[src/rtl/time_display_pkg.sv]
// time_display_pkg
// Shared definitions for the stopwatch display back end: active-low
// seven-segment glyph constants ({dp,g,f,e,d,c,b,a}), the display mode
// enum and a digit-to-glyph helper.
package time_display_pkg;

    localparam logic [7:0] SEG_BLANK   = 8'hFF;
    localparam logic [7:0] SEG_DASH    = 8'hBF;
    localparam logic [7:0] SEG_DP_MASK = 8'h7F;  // AND-mask that lights dp

    localparam logic [7:0] SEG_0 = 8'hC0;
    localparam logic [7:0] SEG_1 = 8'hF9;
    localparam logic [7:0] SEG_2 = 8'hA4;
    localparam logic [7:0] SEG_3 = 8'hB0;
    localparam logic [7:0] SEG_4 = 8'h99;
    localparam logic [7:0] SEG_5 = 8'h92;
    localparam logic [7:0] SEG_6 = 8'h82;
    localparam logic [7:0] SEG_7 = 8'hF8;
    localparam logic [7:0] SEG_8 = 8'h80;
    localparam logic [7:0] SEG_9 = 8'h90;

    typedef enum logic {
        LIVE   = 1'b0,
        FROZEN = 1'b1
    } mode_e;

    // Glyph for a BCD digit; anything outside 0-9 shows a dash.
    function automatic logic [7:0] glyph(input logic [3:0] digit);
        logic [7:0] seg;
        case (digit)
            4'd0:    seg = SEG_0;
            4'd1:    seg = SEG_1;
            4'd2:    seg = SEG_2;
            4'd3:    seg = SEG_3;
            4'd4:    seg = SEG_4;
            4'd5:    seg = SEG_5;
            4'd6:    seg = SEG_6;
            4'd7:    seg = SEG_7;
            4'd8:    seg = SEG_8;
            4'd9:    seg = SEG_9;
            default: seg = SEG_DASH;
        endcase
        return seg;
    endfunction

endpackage

[src/rtl/time_display_seg7_decode.sv]
// seg7_decode
// Purely combinational digit decoder with a per-position range limit.
// Ports:
//   i_digit  4-bit digit to show
//   i_max    largest legal value for this display position
//   o_seg    active-low glyph {dp,g,f,e,d,c,b,a}, dp off; dash if out of range
module seg7_decode
    import time_display_pkg::*;
(
    input  logic [3:0] i_digit,
    input  logic [3:0] i_max,
    output logic [7:0] o_seg
);

    always_comb begin
        o_seg = SEG_DASH;
        if (i_digit <= i_max) begin
            o_seg = glyph(i_digit);
        end
    end

endmodule

[src/rtl/time_display.sv]
// time_display
// Stopwatch display back end for four DE10-Lite HEX displays (MM.SS).
// Shadows the BCD time digits (live or lap-frozen), decodes them to
// registered seven-segment outputs, blanks a leading minute-tens zero,
// lights the MM.SS separator and blinks the whole display while paused.
// Ports:
//   clk          system clock
//   rst_n        asynchronous active-low reset
//   sec_ones     BCD 0-9       sec_tens   BCD 0-5
//   min_ones     BCD 0-9       min_tens   BCD 0-9
//   blink_en     level, enables blinking (paused)
//   lap_capture  pulse, freeze the shown time
//   lap_release  pulse, return to the live time
//   hex0..hex3   active-low segments {dp,g,f,e,d,c,b,a}; hex0 = sec_ones
//   frozen       high while the display is lap-frozen
module time_display
    import time_display_pkg::*;
#(
    parameter int unsigned BLINK_HALF = 25_000_000,
    parameter bit          LZ_BLANK   = 1'b1
) (
    input  logic       clk,
    input  logic       rst_n,
    input  logic [3:0] sec_ones,
    input  logic [3:0] sec_tens,
    input  logic [3:0] min_ones,
    input  logic [3:0] min_tens,
    input  logic       blink_en,
    input  logic       lap_capture,
    input  logic       lap_release,
    output logic [7:0] hex0,
    output logic [7:0] hex1,
    output logic [7:0] hex2,
    output logic [7:0] hex3,
    output logic       frozen
);

    localparam int unsigned CW = $clog2(BLINK_HALF);

    mode_e            r_state;
    mode_e            w_state_next;
    logic             w_load;
    logic [3:0][3:0]  r_digit;     // [0]=sec_ones .. [3]=min_tens
    logic [CW-1:0]    r_blink_cnt;
    logic             r_phase;
    logic [3:0][7:0]  w_seg;
    logic [3:0][7:0]  w_hex_next;
    logic [3:0][7:0]  r_hex;

    // ---------------- mode FSM ----------------
    always_ff @(posedge clk or negedge rst_n) begin
        if (!rst_n) begin
            r_state <= LIVE;
        end else begin
            r_state <= w_state_next;
        end
    end

    always_comb begin
        w_state_next = r_state;
        unique case (r_state)
            LIVE:   if (lap_capture && !lap_release) w_state_next = FROZEN;
            FROZEN: if (lap_release && !lap_capture) w_state_next = LIVE;
            default: w_state_next = LIVE;
        endcase
    end

    // Shadows also load in the release cycle so the live time reaches the
    // outputs with the same 2-cycle latency as an ordinary digit change.
    assign w_load = (r_state == LIVE) || (w_state_next == LIVE);

    always_ff @(posedge clk or negedge rst_n) begin
        if (!rst_n) begin
            r_digit <= '0;
        end else if (w_load) begin
            r_digit <= {min_tens, min_ones, sec_tens, sec_ones};
        end
    end

    // ---------------- blink timer ----------------
    always_ff @(posedge clk or negedge rst_n) begin
        if (!rst_n) begin
            r_blink_cnt <= '0;
            r_phase     <= 1'b0;
        end else if (!blink_en) begin
            r_blink_cnt <= '0;
            r_phase     <= 1'b0;
        end else if (r_blink_cnt == CW'(BLINK_HALF - 1)) begin
            r_blink_cnt <= '0;
            r_phase     <= ~r_phase;
        end else begin
            r_blink_cnt <= r_blink_cnt + CW'(1);
        end
    end

    // ---------------- decode ----------------
    seg7_decode u_dec_sec_ones (.i_digit(r_digit[0]), .i_max(4'd9), .o_seg(w_seg[0]));
    seg7_decode u_dec_sec_tens (.i_digit(r_digit[1]), .i_max(4'd5), .o_seg(w_seg[1]));
    seg7_decode u_dec_min_ones (.i_digit(r_digit[2]), .i_max(4'd9), .o_seg(w_seg[2]));
    seg7_decode u_dec_min_tens (.i_digit(r_digit[3]), .i_max(4'd9), .o_seg(w_seg[3]));

    // ---------------- blanking mux ----------------
    always_comb begin
        w_hex_next    = w_seg;
        w_hex_next[2] = w_seg[2] & SEG_DP_MASK;   // MM.SS separator
        if (LZ_BLANK && (r_digit[3] == 4'd0)) begin
            w_hex_next[3] = SEG_BLANK;
        end
        // blink_en is used unregistered so the display returns one cycle
        // after it drops, without waiting for the phase register to clear.
        if (blink_en && r_phase) begin
            w_hex_next = {4{SEG_BLANK}};
        end
    end

    always_ff @(posedge clk or negedge rst_n) begin
        if (!rst_n) begin
            r_hex <= '1;
        end else begin
            r_hex <= w_hex_next;
        end
    end

    assign hex0   = r_hex[0];
    assign hex1   = r_hex[1];
    assign hex2   = r_hex[2];
    assign hex3   = r_hex[3];
    assign frozen = (r_state == FROZEN);

endmodule

[config.mk]
export PLATFORM = sky130hd
export DESIGN_NAME = time_display
export DESIGN_NICKNAME = d
export VERILOG_FILES = /design/src/rtl/time_display_pkg.sv /design/src/rtl/time_display_seg7_decode.sv /design/src/rtl/time_display.sv
export SDC_FILE = /design/constraint.sdc
export NUM_CORES = 1
export LEC_CHECK = 0
export ABC_CLOCK_PERIOD_IN_PS = 1780
export BUFFER_PORTS_ARGS = -buffer_cell sky130_fd_sc_hd__buf_2
export CORE_MARGIN = 4
export CORE_UTILIZATION = 41
export CTS_BUF_LIST = sky130_fd_sc_hd__clkbuf_16
export CTS_CLUSTER_SIZE = 28
export DETAILED_ROUTE_END_ITERATION = 12
export SLEW_MARGIN = 20
export SYNTH_ARGS = -nofsm -noshare
export SYNTH_HDL_FRONTEND = slang
export SYNTH_SLANG_ARGS = --single-unit
[constraint.sdc]
create_clock -name clk -period 1.78 [get_ports clk]
set_input_delay 0.356 -clock clk [delete_from_list [all_inputs] [get_ports clk]]
set_output_delay 0.356 -clock clk [all_outputs]
set_load 0.1 [all_outputs]
==> impl_metrics.toml, run 1 <==
[pwr]
powerDensity_nw_per_um2 = 1290
clkPwrFrac_pct = 28.5
swShare_pct = 42.1
peakVddDrop_mv = 0.711
power_switching_mw = 2.34
power_frac_comb_pct = 34.0
internal-power_mw = 3.21
seqPwrFrac_pct = 37.5
p_leak_nw = 1.93

[finish]
final_cell_area_um2 = 4290
diodes = 0
final_common_cell = "buf_2"
fin_nets = 457
area_growth_pct = 23.1
drive_gt1_share_pct = 32.6
final_cell_mix = "buf_2, dfrtp_1, nand2_1, o21ai_0, dfstp_2"

[synthesis]
synth.area.top_cells = "dfrtp_1, dfstp_2, ha_1"
ys_seq_area_share_pct = 52.7
synthMuxAreaShare_pct = 3.45
async_flop_share_pct = 100
netlist_area_um2 = 3480
yosysWarnings = 0
avgSynthCellArea_um2 = 10.1
yosys_most_used_dff = "dfrtp_1"
synth-simple-area-share_pct = 17.4
synth_compound_area_share_pct = 11.3
synth_top_area_share_pct = 30.9
yosys.area.top_type = "dfrtp_1"
synthAdderAreaFrac_pct = 7.54
synth_edf_count = 0
synth_top_family_by_area = "simple AND/OR/NAND/NOR gates"
synth-seq-cells = 72
syn_inst = 345
yosys.area_share.xor_xnor_pct = 3.52
ys_types = 41

[sta]
fmax_ghz = 0.588
hold_viol_final = 0
maxSlewViolCount = 0
setup_viol = 0
rsz0062_at_grt = "no"
period_minus_slack_ns = 1.70
fin_skew_ns = 0.00727
fin_ws_ns = 0.0804
period_share_pct = 95.5

[place]
numPortBuffers = 50
dp_slack_ns = 0.0416
place_area_um2 = 4000
dp_hpwl_um = 5190
gp_congestion = 0.862

[clock_network]
cts_tree = "built"
cts_hold_buf = 0
postCtsSetupBuffers = 0
worstSkewPairLatency_ns = 0.33
cts.sinks = 72
cts_buffer_depth = 2
htree_levels = 3
clkSlewWorstSetupHoldPaths_ns = 0.05
cts_root_buf = "clkbuf_16"
cts_buffers = 9

[critical_path]
path_cells = "nand4_2 > or4_4 > or4_4 > a21oi_2"
max_stage_delay_ns = 0.50
required_ns = 2.03
crit_slowest_cell = "or4_4"
rrSetupSlack_ns = 0.08
timing.critical_path.buf_inv = 0
arrival_ns = 1.95
crit_cells = 4
worstSetupPathType = "register to register"
r2r_cells = 4
startpoint_type = "register"
end_kind = "register"
crit_family = "simple AND/OR/NAND/NOR gates"
path_max_fanout = 4
crit_top_cell = "or4_4"

[die]
die_h_um = 100
io-pin-count = 54
die_w_um = 100
start_util_pct = 42.2
core.rowCount = 33
placeableCoreArea_um2 = 8260
die_area_um2 = 10000

[drt]
drtIter0Drc = 94
routed_via_density = 5.05
drcViolationCount = 0
routed_wirelength_um = 7200
vias = 2652
drt_pass1_iterations = 4
wire_per_inst_um = 13.7
ant_nets = 0

[min_path]
hold_class = "input pin to async pin"

[global_routing]
grt_usage_pct = 15.5
antenna_found_initial = 0
overflow = 0
grt_pass1_vias = 2634
grt_first_pass_wirelength_um = 12300
grt_max_degree = 73

[run]
drv_cap = 0

[status]
status = "completed"
sequential cells by signal (all words and copies together) (netlist names):
signal	count
hex2	8
hex3	7
r_phase	1
hex1	7
r_digit	16
r_blink_cnt	25
hex0	7
frozen	1
layer usage:
layer | track usage (%) | vias up | part of all wire (%)
met5 | 0 | - | 0
met4 | 5.80 | 0 | 1.1
met3 | 4.66 | 5 | 5.3
met2 | 26.6 | 52 | 51
met1 | 18.4 | 1272 | 43
li1 | - | 1323 | -
stage by stage:
step | std cells | utilization, % | hold slack, ns | power (mW) | setup TNS, ns
global route | 525 | 52.0 | 0.0715 | 5.82 | 0
detailed placement | 509 | 48.4 | 0.411 | 4.01 | 0
CTS | 525 | 51.6 | 0.0560 | 5.62 | 0
finish | 525 | 52.0 | 0.0346 | 5.55 | 0
global placement | 509 | 48.4 | 0.408 | 4.00 | 0
floorplan | 347 | - | 0.0604 | 3.72 | -0.0144
kinds of logic (layout without fill, tap and decap cells):
logic type	after synthesis	after routing
buf+inv	33	106
compound gates	73	73
simple gates	120	120
xor+xnor	14	14
mux	11	11
other cells	1	3
fa+ha+maj	21	21
flops	72	72
area by class of cell:
| type | instances | area [um2] |
|---|---|---|
| sequential | 72 | 1840 |
| fill | 782 | 3970 |
| timing repair buffer | 74 | 447 |
| clock inverter | 7 | 37.5 |
| tap | 105 | 131 |
| multi-input combinational | 242 | 1550 |
| inverter | 16 | 60.1 |
| clock buffer | 9 | 225 |
cells in the mapped netlist (all sizes together), types with 4 or more instances:
cell,number
inv,16
ha,21
clkbuf,12
nor2,27
dfrtp,43
mux2,8
dfstp,29
nand2,40
nand4,8
xor2,6
or4,4
buf,5
a21oi,21
xnor2,8
nor4,6
nand3,11
o31ai,4
o21ai,41
nand2b,4
power groups by stage:
stage          combinational [mW]  sequential [mW]  clock (mW)
2_1_floorplan               0.433             3.28           0
3_3_place_gp                 1.89             2.11           0
3_5_place_dp                 1.90             2.11           0
4_1_cts                      1.90             2.09        1.63
5_1_grt                      1.99             2.11        1.71
6_report                     1.89             2.08        1.58
what timing repair did:
action,in CTS,in global routing
hold endpoints to repair,0,0
resized for setup,0,8
endpoints found under the setup margin,0,25
path summary, 6_finish.rpt:
path	startpoint	end
max	r_blink_cnt[13]	r_blink_cnt[23]
min	rst_n	r_blink_cnt[5]
max reg2reg	r_blink_cnt[13]	r_blink_cnt[23]
min reg2reg	r_digit[7]	hex1[6]
max in group asynchronous	rst_n	hex0[1]
min in group clk	lap_release	frozen
No activity file was read; power rests on OpenSTA's default activity.
==> run 2: changes to the inputs <==
CTS_BUF_LIST = sky130_fd_sc_hd__clkbuf_4   (was sky130_fd_sc_hd__clkbuf_16)
CTS_CLUSTER_SIZE = default   (was 28)
==> run 2 against run 1 <==
Effect of this change:
- via count grew 0.45%
- combinational power is essentially flat
- critical path depth shrank 3
- largest cell class unchanged
- first-iteration DRC count shrank 4.3%
- wire length shrank 1.4%
- setup slack lost 0.013 ns
- utilization shrank 1.3 points
- sequential power is essentially flat
- global-route usage shrank 0.20 points
- hold slack gained 0.088 ns
- cell count grew 0.38%
==> impl_metrics.toml, run 2 (synthesized netlist as in run 1, its figures left out) <==
[pwr]
powerDensity_nw_per_um2 = 1160
seqPwrFrac_pct = 43.0
power_switching_mw = 2.25
clkPwrFrac_pct = 17.3
internal-power_mw = 2.59
peakVddDrop_mv = 0.697
swShare_pct = 46.5
power_frac_comb_pct = 39.7
p_leak_nw = 1.88

[clock_network]
clkSlewWorstSetupHoldPaths_ns = 0.11
cts.sinks = 72
cts_tree = "built"
cts_buffers = 9
cts_root_buf = "clkbuf_4"
htree_levels = 3
cts_buffer_depth = 2
worstSkewPairLatency_ns = 0.41

[sta]
maxSlewViolCount = 0
rsz0062_at_grt = "yes"
period_minus_slack_ns = 1.71
period_share_pct = 96.2
setup_viol = 0
fmax_ghz = 0.584
fin_skew_ns = 0.0166
hold_viol_final = 0

[finish]
drive_gt1_share_pct = 32.7
fin_nets = 459
regMostFlops = "r_blink_cnt"
largest_reg_flops = 25
final_cells = 527
final_cell_area_um2 = 4190
area_growth_pct = 20.1
final_common_cell = "dfrtp_1"
final_cell_mix = "dfrtp_1, nand2_1, o21ai_0"
diodes = 0

[min_path]
hp-start = "lap_release"
hold_class = "input pin to register"

[global_routing]
grt_max_degree = 73
overflow = 0
antenna_found_initial = 0
grt_usage_pct = 15.3
grt_first_pass_wirelength_um = 12200
grt_pass1_vias = 2644

[critical_path]
path_cells = "buf_2"
path_max_fanout = 1
max_stage_delay_ns = 0.54
crit_family = "flip-flops"
rr_startpoint = "r_blink_cnt[14]"
crit_slowest_cell = "dfstp_2"
crit_path_start = "hex1[5]"
rrSetupSlack_ns = 0.08
timing.critical_path.buf_inv = 1
worstSetupPathType = "register to primary output"
startpoint_type = "register"
required_ns = 1.42
end_kind = "primary output"
arrival_ns = 1.36

[drt]
routed_via_density = 5.06
drcViolationCount = 0
drtIter0Drc = 90
routed_wirelength_um = 7100
ant_nets = 0
drt_pass1_iterations = 4
wire_per_inst_um = 13.5
vias = 2664

[die]
die_area_um2 = 10000
core.rowCount = 33
die_h_um = 100
die_w_um = 100
io-pin-count = 54
start_util_pct = 42.2
placeableCoreArea_um2 = 8260

[run]
drv_cap = 0

[place]
dp_hpwl_um = 5190
place_area_um2 = 4000
placed_cells = 509
numPortBuffers = 50
gp_congestion = 0.862

[status]
status = "completed"
==> run 2: cell types whose count changed in the layout (fill, tap and decap cells not counted) <==
| cell | delta |
|---|---|
| buf_6 | -1 |
| buf_8 | +1 |
| clkbuf_16 | -9 |
| buf_4 | +1 |
| clkbuf_4 | +22 |
| buf_2 | -13 |
| dlygate4sd3_1 | +1 |
==> run 2: per-stage QoR <==
stage / util (%) / TNS (ns) / total power [mW] / hold slack [ns] / setup WS, ns
6_report: 50.7 / 0 / 4.84 / 0.122 / 0.0679
4_1_cts: 49.8 / 0 / 4.87 / 0.0975 / 0.0147
2_1_floorplan: - / -0.0144 / 3.72 / 0.0604 / -0.0144
3_3_place_gp: 48.4 / 0 / 4.00 / 0.408 / 0.103
3_5_place_dp: 48.4 / 0 / 4.01 / 0.411 / 0.0416
5_1_grt: 50.7 / 0 / 5.11 / 0.0974 / 0.000491
==> run 2: power groups by stage <==
stage / clock network (mW) / registers [mW] / logic (mW)
after floorplan: 0 / 3.28 / 0.433
after global placement: 0 / 2.11 / 1.89
after detailed placement: 0 / 2.11 / 1.90
after CTS: 0.885 / 2.08 / 1.91
after global routing: 0.966 / 2.11 / 2.03
final: 0.838 / 2.08 / 1.92
==> run 2: layout make-up <==
cell class                      count  area (um2)
Tap cell                          105         131
Timing Repair Buffer               76         500
Fill cell                         795        4070
Clock inverter                      7        37.5
Inverter                           16        60.1
Sequential cell                    72        1840
Clock buffer                        9        67.6
Multi-Input combinational cell    242        1550
==> run 2: path summary, 6_finish.rpt <==
kind / end / depth (start not counted)
min: frozen / 2
max in group asynchronous: hex3[3] / 3
min in group asynchronous: r_blink_cnt[5] / 3
max: hex1[5] / 1
max reg2reg: r_blink_cnt[23] / 4
min reg2reg: hex1[6] / 1
==> run 2: what timing repair did <==
action	in CTS	in global routing
resized for setup	0	22
hold buffers	1	0
endpoints found under the setup margin	0	38
hold endpoints to repair	43	0
buffers inserted	0	1
==> run 2: per-layer routing <==
layer / wire [um] / global-route usage (%) / vias up
met5: 0 / 0 / -
li1: - / - / 1331
met2: 3500 / 25.7 / 52
met3: 338 / 4.93 / 7
met1: 3180 / 18.7 / 1274
met4: 82 / 4.97 / 0
==> run 3: changes to the inputs <==
==> constraint.sdc (replaced) <==
create_clock -name clk -period 1.78 [get_ports clk]
set_input_delay 0.089 -clock clk [delete_from_list [all_inputs] [get_ports clk]]
set_output_delay 0.089 -clock clk [all_outputs]
set_load 0.1 [all_outputs]
==> run 3 against run 2 <==
Effect of this change:
- global-route usage up 0.37 points
- via count rose by 4.7%
- critical endpoint is now r_blink_cnt[23]
- highest routed layer unchanged
- wire length is 3.7% higher
==> impl_metrics.toml, run 3 (synthesized netlist as in run 1, its figures left out) <==
[status]
status = "completed"

[clock_network]
worstSkewPairLatency_ns = 0.40
cts_buffer_depth = 2
cts_buffers = 9
cts.sinks = 72
clkSlewWorstSetupHoldPaths_ns = 0.12
cts_root_buf = "clkbuf_4"
cts_tree = "built"
htree_levels = 3

[sta]
period_share_pct = 95.3
period_minus_slack_ns = 1.70
maxSlewViolCount = 0
tightest_slew_ns = 0.986
slew_headroom_pct = 34.3
fmax_ghz = 0.590
finalSetupTns_ns = 0
fin_skew_ns = 0.0203
hold_viol_final = 0
setup_viol = 0

[critical_path]
arrival_ns = 2.04
path_max_fanout = 4
rr_startpoint = "r_blink_cnt[16]"
required_ns = 2.12
crit_path_start = "r_blink_cnt[16]"
cp-endpoint = "r_blink_cnt[23]"
startpoint_type = "register"
worstSetupPathType = "register to register"
rrSetupSlack_ns = 0.08
r2r_cells = 4
end_kind = "register"
reg2reg_to = "r_blink_cnt[23]"

[finish]
final_common_cell = "buf_2"
final_cell_mix = "buf_2, dfrtp_1, nand2_1, o21ai_0, dfstp_2"
largest_reg_flops = 25
regMostFlops = "r_blink_cnt"
drive_gt1_share_pct = 31.8
area_growth_pct = 26.2
final_cell_area_um2 = 4400
diodes = 0
fin_nets = 481

[pwr]
powerDensity_nw_per_um2 = 1130
p_leak_nw = 1.97
peakVddDrop_mv = 0.551
swShare_pct = 45.3
seqPwrFrac_pct = 41.8
total_power_mw = 4.98
power_switching_mw = 2.25
power_frac_comb_pct = 38.5
internal-power_mw = 2.73
clkPwrFrac_pct = 19.7

[run]
drv_cap = 0

[global_routing]
grt_max_degree = 73
overflow = 0
grt_first_pass_wirelength_um = 12700
antenna_found_initial = 0
grt_usage_pct = 15.7
grt_pass1_vias = 2774

[drt]
routed_via_density = 5.08
drcViolationCount = 0
routed_wirelength_um = 7360
vias = 2789
wire_per_inst_um = 13.4
drtIter0Drc = 110
drt_pass1_iterations = 4
ant_nets = 0

[die]
start_util_pct = 42.2
die_w_um = 100
die_area_um2 = 10000
die_h_um = 100
io-pin-count = 54
placeableCoreArea_um2 = 8260
core.rowCount = 33

[place]
numPortBuffers = 50
dp_hpwl_um = 5050
place_area_um2 = 3990
gp_congestion = 0.866

[min_path]
hold_class = "input pin to async pin"
run 3: changes by cell type in the layout (fill, tap and decap cells not counted), moves of 2 or more:
cell and delta:
buf_6 +2, dlygate4sd3_1 +19, clkinv_2 -2, buf_2 +13, clkbuf_4 -13, buf_4 +2
run 3: worst min-delay path by stage:
stage,to,cells past startpoint
after global placement,r_blink_cnt[4],2
after CTS,r_blink_cnt[4],3
after global routing,r_blink_cnt[4],3
after floorplan,frozen,0
final,r_blink_cnt[4],3
after detailed placement,r_blink_cnt[4],2
run 3: per-stage QoR:
stage	cells	setup WS [ns]	hold WS, ns	utilization (%)
after floorplan	347	-0.0144	-0.207	-
after global placement	507	0.0982	0.145	48.3
after detailed placement	507	0.0549	0.146	48.3
after CTS	543	0.0176	0.228	52.3
after global routing	549	-0.0220	0.244	53.3
final	549	0.0844	0.217	53.3
run 3: worst max-delay path, cell delays in order, from the launching register on:
cell and delay [ns]:
dfrtp_1 0.39, nand2_1 0.07, or4_4 0.55, or4_1 0.50
a21oi_2 0.12
run 3: layout make-up:
class                      count  area (um2)
fill                         757        3860
sequential                    72        1840
multi-input combinational    242        1560
timing repair buffer          98         681
tap                          105         131
clock buffer                   9        67.6
clock inverter                 7        62.6
inverter                      16        60.1
run 3: layer usage:
layer / global-route usage, % / vias to the layer above / part of all wire, %
li1: - / 1373 / -
met1: 19.4 / 1337 / 44
met2: 26.3 / 63 / 50
met3: 3.68 / 16 / 4.4
met4: 6.74 / 0 / 1.6
met5: 0 / - / 0
run 3: repair_timing:
item                       CTS  global route
buffers inserted             0             5
hold buffers                20             0
setup endpoints to repair    0            25
hold endpoints to repair    83             0
resized for setup            0            13
run 3: power groups by stage:
stage	clock network, mW	registers [mW]	logic, mW
6_report	0.981	2.08	1.92
5_1_grt	1.10	2.12	2.03
4_1_cts	1.02	2.09	1.92
3_5_place_dp	0	2.12	1.88
3_3_place_gp	0	2.11	1.88
2_1_floorplan	0	3.28	0.433
